`config.mk`:
```
export PLATFORM = sky130hd
export DESIGN_NAME = regfile_arbiter
export DESIGN_NICKNAME = d
export VERILOG_FILES = /design/src/rtl/regfile_arb_pkg.sv /design/src/rtl/regfile_arbiter_rr_arb2.sv /design/src/rtl/regfile_arbiter.sv
export SDC_FILE = /design/constraint.sdc
export NUM_CORES = 1
export LEC_CHECK = 0
export CAP_MARGIN = 15
export CORE_ASPECT_RATIO = 1.4
export CORE_MARGIN = 1
export CORE_UTILIZATION = 40
export DETAILED_ROUTE_END_ITERATION = 7
export GPL_TIMING_DRIVEN = 1
export PLACE_DENSITY = 0.79
export SETUP_SLACK_MARGIN = 0.02
export SYNTH_ARGS = -nofsm -noshare
export SYNTH_HDL_FRONTEND = slang
export SYNTH_SLANG_ARGS = --single-unit
export TNS_END_PERCENT = 10
```
`constraint.sdc`:
```
create_clock -name clk -period 2.1 [get_ports clk]
set_input_delay 0.525 -clock clk [delete_from_list [all_inputs] [get_ports clk]]
set_output_delay 0.525 -clock clk [all_outputs]
set_load 0.005 [all_outputs]
```
`src/rtl/regfile_arb_pkg.sv`:
```
// Shared widths and the issue-stage operation record for regfile_arbiter.
package regfile_arb_pkg;

  localparam int unsigned DATA_W  = 16;
  localparam int unsigned ADDR_W  = 3;
  localparam int unsigned NUM_REQ = 2;

  typedef struct packed {
    logic              valid;
    logic              owner;
    logic              we;
    logic [ADDR_W-1:0] num;
    logic [DATA_W-1:0] wdata;
  } rf_op_t;

endpackage

```
`src/rtl/regfile_arbiter_rr_arb2.sv`:
```
// Two-input round-robin picker; with REGFILE_ARB_LOCK_EN it also tracks an exclusive lock owner.
module rr_arb2
  import regfile_arb_pkg::*;
(
  input  logic               clk,
  input  logic               reset,
  input  logic [NUM_REQ-1:0] req,
`ifdef REGFILE_ARB_LOCK_EN
  input  logic [NUM_REQ-1:0] lock,
`endif
  output logic [NUM_REQ-1:0] gnt
);

  logic                prio_q, prio_d;
  logic [NUM_REQ-1:0]  rr_gnt;
`ifdef REGFILE_ARB_LOCK_EN
  logic                locked_q, locked_d;
  logic                owner_q, owner_d;
`endif

  always_comb begin
    rr_gnt = '0;
    if (req[0] && (!req[1] || !prio_q)) begin
      rr_gnt[0] = 1'b1;
    end else if (req[1]) begin
      rr_gnt[1] = 1'b1;
    end
  end

  always_comb begin
    gnt    = '0;
    prio_d = prio_q;
`ifdef REGFILE_ARB_LOCK_EN
    locked_d = locked_q;
    owner_d  = owner_q;
`endif
    if (!reset) begin
`ifdef REGFILE_ARB_LOCK_EN
      if (locked_q) begin
        gnt[owner_q] = req[owner_q];
      end else begin
        gnt = rr_gnt;
      end
`else
      gnt = rr_gnt;
`endif
      // Any transfer hands preference to the other requester.
      if (|gnt) begin
        prio_d = gnt[0];
`ifdef REGFILE_ARB_LOCK_EN
        owner_d  = gnt[1];
        locked_d = lock[gnt[1]];
`endif
      end
    end
  end

  always_ff @(posedge clk) begin
    if (reset) begin
      prio_q <= 1'b0;
`ifdef REGFILE_ARB_LOCK_EN
      locked_q <= 1'b0;
      owner_q  <= 1'b0;
`endif
    end else begin
      prio_q <= prio_d;
`ifdef REGFILE_ARB_LOCK_EN
      locked_q <= locked_d;
      owner_q  <= owner_d;
`endif
    end
  end

endmodule

```
`src/rtl/regfile_arbiter.sv`:
```
// Shares one 8x16 register file between two requesters via round-robin grant and a one-stage
// issue register. Optional lock ports are enabled by defining REGFILE_ARB_LOCK_EN.
module regfile_arbiter #(
  parameter int unsigned DATA_W = regfile_arb_pkg::DATA_W,
  parameter int unsigned ADDR_W = regfile_arb_pkg::ADDR_W
) (
  input  logic              clk,
  input  logic              reset,
  input  logic              req_0,
  input  logic              req_1,
  input  logic              we_0,
  input  logic              we_1,
  input  logic [ADDR_W-1:0] num_0,
  input  logic [ADDR_W-1:0] num_1,
  input  logic [DATA_W-1:0] wdata_0,
  input  logic [DATA_W-1:0] wdata_1,
  output logic              gnt_0,
  output logic              gnt_1,
  output logic              rvalid_0,
  output logic              rvalid_1,
  output logic [DATA_W-1:0] rdata_0,
  output logic [DATA_W-1:0] rdata_1,
  output logic [ADDR_W-1:0] writenum,
  output logic              write,
  output logic [DATA_W-1:0] data_in,
  output logic [ADDR_W-1:0] readnum,
`ifdef REGFILE_ARB_LOCK_EN
  input  logic              lock_0,
  input  logic              lock_1,
`endif
  input  logic [DATA_W-1:0] data_out
);

  localparam int unsigned NumReq = regfile_arb_pkg::NUM_REQ;

  logic [NumReq-1:0]        req, gnt, xfer;
  regfile_arb_pkg::rf_op_t  op_q, op_d;
  logic [NumReq-1:0]        rvalid_q;
  logic [DATA_W-1:0]        rdata_q [NumReq];

  assign req  = {req_1, req_0};
  assign xfer = req & gnt;

  rr_arb2 u_rr_arb2 (
    .clk   (clk),
    .reset (reset),
    .req   (req),
`ifdef REGFILE_ARB_LOCK_EN
    .lock  ({lock_1, lock_0}),
`endif
    .gnt   (gnt)
  );

  assign gnt_0 = gnt[0];
  assign gnt_1 = gnt[1];

  // Address/data fields keep their last value while idle so the register file ports hold.
  always_comb begin
    op_d       = op_q;
    op_d.valid = 1'b0;
    if (|xfer) begin
      op_d.valid = 1'b1;
      op_d.owner = xfer[1];
      if (xfer[1]) begin
        op_d.we    = we_1;
        op_d.num   = num_1;
        op_d.wdata = wdata_1;
      end else begin
        op_d.we    = we_0;
        op_d.num   = num_0;
        op_d.wdata = wdata_0;
      end
    end
  end

  always_ff @(posedge clk) begin
    if (reset) begin
      op_q <= '0;
    end else begin
      op_q <= op_d;
    end
  end

  assign writenum = op_q.num;
  assign readnum  = op_q.num;
  assign data_in  = op_q.wdata;
  assign write    = op_q.valid & op_q.we & ~reset;

  always_ff @(posedge clk) begin
    if (reset) begin
      rvalid_q   <= '0;
      rdata_q[0] <= '0;
      rdata_q[1] <= '0;
    end else begin
      rvalid_q <= '0;
      if (op_q.valid && !op_q.we) begin
        rvalid_q[op_q.owner] <= 1'b1;
        rdata_q[op_q.owner]  <= data_out;
      end
    end
  end

  assign rvalid_0 = rvalid_q[0];
  assign rvalid_1 = rvalid_q[1];
  assign rdata_0  = rdata_q[0];
  assign rdata_1  = rdata_q[1];

endmodule
```
**After elaboration in Yosys (flattened, before gate mapping)**

Memories as Yosys holds them, arrays and structs flattened.
Index checks and enable logic that the tools add are counted.

- Memories: 1
- Output and inout bits: 59
- Memory bits (read-only): 0
- Bits in latches: 0
- Input port bits: 60
- Logic and storage cells: 42
- Bits in registers: 25
- RAM bits: 32

Memories:

| memory | words | bits a word | rd ports | clocked after Yosys merged registers in | wr ports | RTL line | RTL |
|---|---|---|---|---|---|---|---|
| rdata_q | 2 | 16 | 2 | 0 | 2 | regfile_arbiter.sv:39 | `logic [DATA_W-1:0] rdata_q [NumReq];` |

- Reduce and logical (&&, ||, !) cells: 11
- Shifts and indexed selects: 0
- Bitwise gates (word level): 5
- Magnitude comparators: 2
- Add/subtract/negate cells: 0
- Multiplexer cells: 16
- Equality and inequality tests: 0
- Div/mod/pow operators: 0
- $mul: 0

Operator list:

| kind | number |
|---|---|
| $mux W22 | 1 |
| $mux W20 | 1 |
| $mux W16 | 1 |
| $reduce_or A16 Y1 | 1 |
| $mux W1 | 11 |
| $reduce_or A2 Y1 | 3 |
| $logic_and A1 B1 Y1 | 3 |
| $logic_not A1 Y1 | 3 |
| $and A1 B1 Y1 | 2 |
| $and A2 B2 Y2 | 1 |
| $lt A1 B2 Y1 const B | 1 |
| $mux W2 | 1 |
| $not A1 Y1 | 2 |
| $demux W1 S1 | 1 |
| $ge A1 B1 Y1 const B | 1 |
| $logic_or A1 B1 Y1 | 1 |

**Depth between registers and ports, before layout**

Gate-level depths: netlist of run 1.

- Depth in word-level cells: 8
- Depth in mapped cells: 5
- Mapped depth without buffers: 3

**Cells and area by module**

From an unflattened synthesis of run 1, not the netlist that was laid out.

- Cells, all modules: 232
- Area, all modules: 2732.6 um^2

By module, submodules not included:

| module | seq. area each (um^2) | cells each | instances | area an instance (um^2) |
|---|---|---|---|---|
| regfile_arbiter | 1441.4 | 225 | 1 | 2671.3 |
| rr_arb2 | 20.0 | 7 | 1 | 61.3 |

**Worst setup path after synthesis of run 1**

Ideal clock, no wire load.

- Path type: input-to-reg
- Start point: in reset
- End point: mem rdata_q[0][0], enable pin
- Path buffers: 1
- Cell stages on the path: 3
- Arrival: 1.313 ns
- Library setup time: 0.334 ns
- Path slack: 0.453 ns
- Required time: 1.766 ns
- Cells stage by stage: buf_4 > nor4b_4 > or2_2

RTL lines:

| what | RTL line | RTL |
|---|---|---|
| start: declaration | regfile_arbiter.sv:8 | `input logic reset,` |
| end: declaration | regfile_arbiter.sv:39 |  |

**Worst setup path after layout of run 1**

- Start point: in reset
- End point: out write

- Word-level cells in the longest chain between the ends: 2

Ends and longest elaborated chain:

| what | RTL line | RTL |
|---|---|---|
| $not A1 Y1 | regfile_arbiter.sv:87 | `assign write = op_q.valid & op_q.we & ~reset;` |
| $and A1 B1 Y1 | regfile_arbiter.sv:87 |  |
| end: declaration | regfile_arbiter.sv:24 | `output logic write,` |

No other way between the ends.

==> impl_metrics.json, run 1 <==
{
  "arrival_ns": 1.49,
  "ant_nets": 0,
  "grt_max_degree": 22,
  "die_h_um": 95.10,
  "cts-buffers-inserted": 9,
  "die_w_um": 68.50,
  "dp_hpwl_mm": 4.337,
  "fin_ws_ns": 0.08134,
  "grt_pass1_vias": 1954,
  "worst_clock_skew_ns": 0.008062,
  "clock-sinks": 57,
  "grtUsageTotal": 0.1925,
  "io_pins": 119,
  "finalMaxSlewViolations": 0,
  "cts_buffer_depth": 2,
  "post-route-period-util": 0.9613,
  "drcViolationCount": 0,
  "port_buffers": 118,
  "ctsHoldBuffers": 0,
  "cts_root_buf": "clkbuf_8",
  "worst-path-buf-inv": 3,
  "crit_required_ns": 1.57,
  "hold_ws_ns": 0.4888,
  "status": "finished, final reports clean",
  "area_growth_syn_to_layout_pct": 55.18,
  "crit_fanout": 4,
  "insertion_delay_ns": 0.33,
  "syn_nets": 262,
  "synthCells": 202,
  "drtIter0Drc": 95,
  "place_inst": 365,
  "slew_headroom": 0.7072,
  "synth.area.top_cells": "edfxtp_1, dfxtp_1, a221o_1",
  "grt_antenna_before_repair": 0,
  "cellPowerDensity_mw_per_mm2": 743.1,
  "slowest_stage": "clkdlybuf4s50_1",
  "worstMarginPinSlew_ns": 0.4282,
  "setup-tns-final_ns": 0,
  "final-setup-viol-count": 0,
  "worst_setup_path_start_kind": "primary input",
  "hold_path_class": "reg2reg",
  "final_layout_size_suffix_gt1_frac": 0.1282,
  "avgRoutedWirePerCell_um": 15.74,
  "irDropWorstVdd_v": 0.0003633,
  "diodes": 0,
  "yosysUniqueCellTypes": 22,
  "clk_pin_slew_ns": 0.07,
  "yosysTopAreaCellShare": 0.3881,
  "power.leakage_nw": 1.530,
  "dieArea_mm2": 0.006514,
  "cts_tree": "done",
  "fin_cells": 382,
  "drtPass1Iterations": 4,
  "yosysTopAreaCell": "edfxtp_1",
  "core_mm2": 0.005904,
  "crit_chain": "clkdlybuf4s15_2 -> inv_2 -> and3_1 -> clkdlybuf4s50_1",
  "routed_via_density": 5.212,
  "vias": 1991,
  "synth-seq-cells": 57,
  "finalNetCount": 367,
  "max_stage_delay_ns": 0.52,
  "power_mw": 2.855,
  "finalCriticalPeriod_ns": 2.019,
  "syn_area_per_cell_um2": 12.26,
  "rsz0062_at_grt": "no",
  "h-tree-depth": 3,
  "endpoint_kind": "primary output",
  "dp_slack_ns": -0.3165,
  "rows": 33,
  "cap_viol_max_count": 0,
  "gp_congestion": 0.7440,
  "critical_path.top_delay_family": "buffers and inverters",
  "wl_mm": 6.014,
  "crit_type": "in2out",
  "synth-seq-area-share": 0.5902,
  "start_util": 0.4194,
  "synth_area_mm2": 0.002476,
  "fmax_mhz": 495.4,
  "finalHoldViolations": 0,
  "gr-total-overflow": 0,
  "yosysWarnings": 0,
  "grt_pass1_wl_mm": 9.039
}
-- metrics by stage --
step | cell area (um^2) | util
4_1_cts | 3840 | 0.6504
3_3_place_gp | 3610 | 0.6114
5_1_grt | 3842 | 0.6508
3_5_place_dp | 3610 | 0.6114
6_report | 3842 | 0.6508
2_1_floorplan | 2476 | -
-- kinds of logic (layout without fill, tap and decap cells) --
logic type | Yosys count | in the layout | synth area share
AO/OA/AOI/OAI | 44 | 44 | 0.1673
buffers and inverters | 60 | 170 | 0.1329
AND/OR/NAND/NOR | 41 | 41 | 0.1096
flip-flops | 57 | 57 | 0.5902
-- synth_stat cells --
cell type	number
and2_1	32
edfxtp_1	32
dfxtp_1	25
buf_4	23
inv_1	22
a2111oi_0	20
a221o_1	20
clkbuf_1	10
buf_2	2
buf_6	2
nor2_1	2
or2_2	2
a21oi_1	1
a31o_2	1
and3_1	1
and4bb_2	1
inv_2	1
nand2_1	1
nor3_1	1
nor4b_4	1
o211a_4	1
o21a_1	1
-- timing repair --
item	in CTS	in global routing
cloned	0	0
resized for setup	9	1
endpoints found under the setup margin	3	1
pin swaps	1	0
buffers inserted	1	0
-- report_power, final --
group | switching [mW] | internal (mW) | total [mW]
combinational | 0.143 | 0.281 | 0.424
sequential | 0.0390 | 1.26 | 1.30
clock | 0.436 | 0.699 | 1.13
total | 0.618 | 2.24 | 2.86
-- per-layer routing --
metal / track usage / wire (um) / share of wire
met5: 0 / 0 / 0
met4: 0.08160 / 127 / 0.021
met3: 0.05622 / 401 / 0.067
met2: 0.3374 / 3133 / 0.52
met1: 0.2092 / 2352 / 0.39
-- path summary, 6_finish.rpt --
kind	startpoint	end	slack (ns)	cells after the start
worst max-delay path	reset	write	0.08	4
worst min-delay path	data_in[4]	data_in[4]	0.49	1
worst max register to register	op_q[19]	rdata_q[1][13]	0.65	2
worst min register to register	data_in[4]	data_in[4]	0.49	1
-- cells in the final DEF (no fill, tap or decap) --
| master | count |
|---|---|
| clkdlybuf4s50_1 | 113 |
| and2_1 | 32 |
| edfxtp_1 | 32 |
| dfxtp_1 | 24 |
| inv_1 | 21 |
| a2111oi_0 | 20 |
| a221o_1 | 20 |
| buf_4 | 12 |
| clkbuf_8 | 10 |
| dlygate4sd2_1 | 3 |
| or2_2 | 2 |
| inv_2 | 2 |
| nor2_1 | 2 |
| clkinv_2 | 2 |
| bufinv_16 | 2 |
| a21oi_2 | 1 |
| nand2_1 | 1 |
| and4bb_2 | 1 |
| nor4b_4 | 1 |
| and3_1 | 1 |
| o211a_4 | 1 |
| nor3_2 | 1 |
| a31o_2 | 1 |
| o21a_1 | 1 |
| clkinv_4 | 1 |
| clkbuf_1 | 1 |
| clkdlybuf4s15_2 | 1 |
| dlymetal6s2s_1 | 1 |
| buf_12 | 1 |
| dfxtp_2 | 1 |
-- layout make-up --
type	instances	area, um^2
multi-input cells	85	694.4
clock inverters	5	78.83
repair buffers	131	1291
inverters	23	86.33
fillers	484	2062
well taps	70	87.58
clock buffers	11	141.4
flip-flops and latches	57	1463
-- flip-flops by register name (all words and copies together), names as in the netlist --
name	flops
rdata_q	32
data_in	16
op_q	3
readnum	3
rvalid_q	2
u_rr_arb2.prio_q	1
-- worst register-to-register path: stages (launching register included) --
cell	delay (ns)
dfxtp_1	0.43
and4bb_2	0.26
or2_2	0.45
Note: power is estimated with default switching activity, not from simulation.
==> run 2: changes to the inputs <==
CTS_CLUSTER_DIAMETER = 150   (was default)
==> results of run 2 <==
Final layout, timing and power as in run 1 (identical DEF).
